--- src/rtl/forward_operand_datapath.sv ---
// ---------------------------------------------------------------------------
// forward_operand_datapath
//
// Operand-forwarding datapath between the register-read (RR) stage and the
// EX stage of a short in-order pipeline. Each EX operand is taken from the
// youngest producer whose forward select is low (EX > MA > WB), falling back
// to the register file. The block also carries the ALU result down through
// the MA and WB stages so that it can be forwarded from them.
//
// Ports
//   clk                       pipeline clock
//   rst_n                     asynchronous active-low reset
//   ex_sel1/ma_sel1/wb_sel1   operand-A forward selects, active-low
//   ex_sel2/ma_sel2/wb_sel2   operand-B forward selects, active-low
//   clk_ctrl                  1 = RR stage advances, 0 = load-use stall
//   rr_valid                  RR-stage instruction is real
//   rf_a, rf_b     [15:0]     register-file read data
//   alu_res        [15:0]     combinational ALU result of the EX stage
//   ma_load                   MA-stage instruction is a load
//   mem_rdata      [15:0]     data-memory read data of the MA stage
//   op_a, op_b     [15:0]     registered EX operands
//   ex_valid/ma_valid/wb_valid stage-occupancy flags
//   wb_data        [15:0]     write-back value
//   stall_cnt      [7:0]      saturating stall-cycle count
//   fwd_cnt        [7:0]      saturating count of cycles with a forward taken
//
// All outputs are driven straight from registers.
// ---------------------------------------------------------------------------
module forward_operand_datapath (
    input  logic        clk,
    input  logic        rst_n,
    input  logic        ex_sel1,
    input  logic        ma_sel1,
    input  logic        wb_sel1,
    input  logic        ex_sel2,
    input  logic        ma_sel2,
    input  logic        wb_sel2,
    input  logic        clk_ctrl,
    input  logic        rr_valid,
    input  logic [15:0] rf_a,
    input  logic [15:0] rf_b,
    input  logic [15:0] alu_res,
    input  logic        ma_load,
    input  logic [15:0] mem_rdata,
    output logic [15:0] op_a,
    output logic [15:0] op_b,
    output logic        ex_valid,
    output logic        ma_valid,
    output logic        wb_valid,
    output logic [15:0] wb_data,
    output logic [7:0]  stall_cnt,
    output logic [7:0]  fwd_cnt
);

    logic [15:0] op_a_q, op_a_d;
    logic [15:0] op_b_q, op_b_d;
    logic [15:0] ma_res_q;
    logic [15:0] wb_res_q;
    logic        ex_valid_q, ex_valid_d;
    logic        ma_valid_q;
    logic        wb_valid_q;
    logic [7:0]  stall_cnt_q, stall_cnt_d;
    logic [7:0]  fwd_cnt_q, fwd_cnt_d;

    logic [15:0] ma_src;
    logic [15:0] fwd_a;
    logic [15:0] fwd_b;
    logic        any_sel;

    // A load in MA forwards the memory data, otherwise the carried ALU result.
    assign ma_src = ma_load ? mem_rdata : ma_res_q;

    // Priority muxes: the youngest producer wins when several selects are low.
    always_comb begin
        fwd_a = rf_a;
        if (!ex_sel1)      fwd_a = alu_res;
        else if (!ma_sel1) fwd_a = ma_src;
        else if (!wb_sel1) fwd_a = wb_res_q;

        fwd_b = rf_b;
        if (!ex_sel2)      fwd_b = alu_res;
        else if (!ma_sel2) fwd_b = ma_src;
        else if (!wb_sel2) fwd_b = wb_res_q;
    end

    assign any_sel = !(ex_sel1 && ma_sel1 && wb_sel1 && ex_sel2 && ma_sel2 && wb_sel2);

    always_comb begin
        op_a_d      = op_a_q;
        op_b_d      = op_b_q;
        ex_valid_d  = 1'b0;
        stall_cnt_d = stall_cnt_q;
        fwd_cnt_d   = fwd_cnt_q;
        if (clk_ctrl) begin
            op_a_d     = fwd_a;
            op_b_d     = fwd_b;
            ex_valid_d = rr_valid;
            if (rr_valid && any_sel && (fwd_cnt_q != 8'hFF)) begin
                fwd_cnt_d = fwd_cnt_q + 8'd1;
            end
        end else begin
            // Stall: operands hold and a bubble is pushed into EX.
            if (stall_cnt_q != 8'hFF) begin
                stall_cnt_d = stall_cnt_q + 8'd1;
            end
        end
    end

    always_ff @(posedge clk or negedge rst_n) begin
        if (!rst_n) begin
            op_a_q      <= 16'h0000;
            op_b_q      <= 16'h0000;
            ma_res_q    <= 16'h0000;
            wb_res_q    <= 16'h0000;
            ex_valid_q  <= 1'b0;
            ma_valid_q  <= 1'b0;
            wb_valid_q  <= 1'b0;
            stall_cnt_q <= 8'h00;
            fwd_cnt_q   <= 8'h00;
        end else begin
            op_a_q      <= op_a_d;
            op_b_q      <= op_b_d;
            ex_valid_q  <= ex_valid_d;
            stall_cnt_q <= stall_cnt_d;
            fwd_cnt_q   <= fwd_cnt_d;
            // Downstream stages advance every cycle regardless of a stall.
            ma_res_q    <= alu_res;
            ma_valid_q  <= ex_valid_q;
            wb_res_q    <= ma_src;
            wb_valid_q  <= ma_valid_q;
        end
    end

    assign op_a      = op_a_q;
    assign op_b      = op_b_q;
    assign ex_valid  = ex_valid_q;
    assign ma_valid  = ma_valid_q;
    assign wb_valid  = wb_valid_q;
    assign wb_data   = wb_res_q;
    assign stall_cnt = stall_cnt_q;
    assign fwd_cnt   = fwd_cnt_q;

endmodule

--- config.mk ---
export PLATFORM = sky130hd
export DESIGN_NAME = forward_operand_datapath
export DESIGN_NICKNAME = d
export VERILOG_FILES = /design/src/rtl/forward_operand_datapath.sv
export SDC_FILE = /design/constraint.sdc
export NUM_CORES = 1
export LEC_CHECK = 0
export CORE_MARGIN = 10
export CORE_UTILIZATION = 45
export CTS_CLUSTER_DIAMETER = 120
export DETAILED_ROUTE_END_ITERATION = 16
export PLACE_DENSITY = 0.86
export SLEW_MARGIN = 20
export SYNTH_ARGS = -nofsm -noshare
export SYNTH_HDL_FRONTEND = slang
export SYNTH_SLANG_ARGS = --single-unit
--- constraint.sdc ---
create_clock -name clk -period 1.9 [get_ports clk]
set_input_delay 0.57 -clock clk [delete_from_list [all_inputs] [get_ports clk]]
set_output_delay 0.57 -clock clk [all_outputs]
set_load 0.01 [all_outputs]
==> impl_results.md <==
* Core footprint at 8680 um2
* FP Rows at 34
* Vias at 3311
* Design Power at 5.28 mW
* Hold Fails Final Rpt at 0
* Port buffer count at 141
* Max-Cap Viols at 0
* Run status: finished clean
* Net Count, Synth at between 400 and 500
* Startpoint class of the critical path: flop
* CP cell instances: clkdlybuf4s50_1
* Synth Instances at 364
* #FFs+latches synth at 83
* Layout cells sized above 1 at between 10 and 15%
* Synth Area in Compound Gates at 9.44%
* First-pass GRT wire length at 19.3 mm
* Clk Tree Root Cell: clkbuf_8
* WS Path Type: reg2out
* Most common library cell in the layout ignoring fill and taps: clkdlybuf4s50_1
* Clk sinks at 83
* Worst slack, placed at -0.298 ns
* CTS buffer count at 9
* Worst R2R Start: fwd_cnt[0]
* Synth Area in XOR/XNOR at 2.64%
* Biggest cell delay along the critical path at 0.56 ns
* Die width at around 110 um
* Die ar. at 13000 um2
* Seq/Total Area, Yosys at 52.3%
* Met3 Wirelength at 980 um
* Antenna-violating nets left at 0
* Post-layout util at 68.1%
* DP HPWL at slightly above 9 mm
* Mux cell area share after synthesis at 22.2%
* CTS clock-pin slew for the worst setup and hold paths at 0.09 ns
* Post-synthesis simple-gate area fraction at 9.44%
* Setup TNS at 0 ns
* Largest net degree at the start of global routing at between 40 and 50
* Net count, final at 595
* CP delay by family, top: buffers and inverters
* Post-Route M1 WL at 5.02 mm
* Worst flop-to-flop path endpoint: fwd_cnt[1]
* Max Freq at 0.539 GHz
* # setup viols final at 0
* CP max stage cell: clkdlybuf4s50_1
* Antenna cells at 0
* Synthesized area at 3980 um2
* Vert. Die Dim at 114 um
* Synth warn at 0
* WP data arrival at about 1.3 ns
* Top_reg_cell synth: dfrtp_1
* Post-synth ARST share at 100%
* Yosys cell types at 28
* CTS tree: yes
* Dpl cell area at 5580 um2
* Final Cycle Share at 97.6%
* Io pins at 142
* DRT Wirelength at 12.2 mm
* Worst slew pin tran at 0.436 ns
* Syn_area_per_cell at 10.9 um2
* Worst setup EP type: primary output
* Gr usage total at approximately 18%
* CTS H-tree lvls at 3
* R2R depth at 5
* EDFF count, synth at 0
* VDD IR max at 0.810 mV
* 1st-iter DRT viols at 100
* Most frequent cells in the layout: clkdlybuf4s50_1 (112), dfrtp_1 (82), nor2_1 (66), a21oi_1 (66), mux2i_1 (64)
* Final setup margin at 0.0453 ns
* Adder-Cell Fraction of Synth Area at 0.630%
* Later-pin clock latency in the skew report at 0.34 ns
* TritonRoute pass-1 iters at 4
* Clk_skew at 0.0136 ns
* Largest family of logic cells by synthesized area: multiplexers
* Worst R2R Setup Slack at 0.19 ns
* Initial Util at 45.8%
* Area grow syn2layout at 48.7%
* Final Max Slew Viols at 0
* Drc violations at 0
* Top sig layer: met4
* Worst-case clock buffer depth at 2
* Via density at 5.25
* Min Tclk post-route at 1.85 ns
* CP Data Required Time at ~1.3 ns
* LEAKAGE at 2.81 nW
* Post-layout instance area at ~6000 um2
* Grt total ovfl at 0
* Crit Path Max Fanout at 3
* Initial antenna violation count at 0
* Vias in the first global route at around 3600
* Hold/Removal Path Class: in2async
* WL/cell at 19.3 um
* Relative slew slack at a little under three quarters
* Placer Congestion at 0.774
* Pwr Density at slightly below 900 nW/um2
* Buf/Inv on CP at 1
* Routed wl met2 at 6.09 mm
[layer usage]
layer  up-vias  GRT usage, %
met2       101          31.7
met5         -             0
met1      1626          21.2
met3         8          7.09
met4         0          4.34
li1       1576             -
[synth_stat cells, types with 2 or more instances]
cell type | instances | area share, %
and2_1 | 2 | 0.31
nor2_1 | 66 | 6.2
nand2_1 | 5 | 0.47
mux2_4 | 10 | 3.8
a21oi_1 | 66 | 8.3
nand3_1 | 4 | 0.50
and3_1 | 4 | 0.63
mux2i_1 | 64 | 16
nand4_1 | 5 | 0.79
buf_2 | 4 | 0.50
xnor2_1 | 10 | 2.2
mux2_1 | 2 | 0.57
mux2_2 | 6 | 1.7
xor2_1 | 2 | 0.44
clkbuf_1 | 12 | 1.1
dfrtp_1 | 83 | 52
buf_4 | 7 | 1.3
ha_1 | 2 | 0.63
[stage by stage]
stage / hold WS, ns / instances
after floorplan: 0.274 / 364
after global placement: 0.356 / 608
after detailed placement: 0.362 / 608
after CTS: 0.161 / 628
after global routing: 0.160 / 631
final: 0.159 / 631
[state kept, by name, summed over array words and instances, names as in the netlist]
signal and cells:
ma_valid 1, fwd_cnt 8, op_a 16, stall_cnt 8
op_b 16, wb_data 16, wb_valid 1, ma_res_q 16
ex_valid 1
[logic make-up after synthesis]
logic type | after synthesis
and+or+nand+nor | 89
AOI/OAI and AO/OA | 70
DFF | 83
buffers and inverters | 26
xor gates and xnor gates | 12
muxes | 82
adders and majority gates | 2
[worst register-to-register path, delay by kind of cell, from the launching register on]
kind | cells | cell delay (ns)
buffers and inverters | 1 | 0.15
adders and majority gates | 1 | 0.21
muxes | 1 | 0.35
AOI/OAI and AO/OA | 1 | 0.29
DFF | 1 | 0.39
and+or+nand+nor | 1 | 0.21
[what timing repair did]
| item | CTS | global route |
|---|---|---|
| pin swaps | 0 | 0 |
| setup endpoints to repair | 9 | 25 |
| buffers inserted | 4 | 3 |
| resized for setup | 6 | 22 |
| hold buffers | 0 | 0 |
[cell type report]
class	instances	area, um2
flip-flops and latches	83	2080
repair buffers	168	1710
inverters	1	3.75
clock buffers	11	141
clock inverters	5	85.1
multi-input cells	255	1760
fillers	673	2770
well taps	108	135
[worst max-delay path by stage]
| stage | start | end | slack [ns] | cells after the start |
|---|---|---|---|---|
| floorplan | ma_load | op_b[11] | 0.27 | 7 |
| global placement | wb_sel1 | fwd_cnt[1] | -0.25 | 6 |
| detailed placement | ma_load | op_a[0] | -0.30 | 7 |
| CTS | fwd_cnt[2] | fwd_cnt[2] | 0.0007 | 1 |
| global route | wb_data[9] | wb_data[9] | -0.001 | 1 |
| finish | wb_data[13] | wb_data[13] | 0.05 | 1 |
[power by group]
group	leakage, nW	switching (mW)	internal (mW)
Clock	0.110	0.651	0.784
Sequential	0.962	0.216	2.03
Combinational	1.74	0.703	0.894
Total	2.81	1.57	3.71
Power figures use the tool's default switching activity.
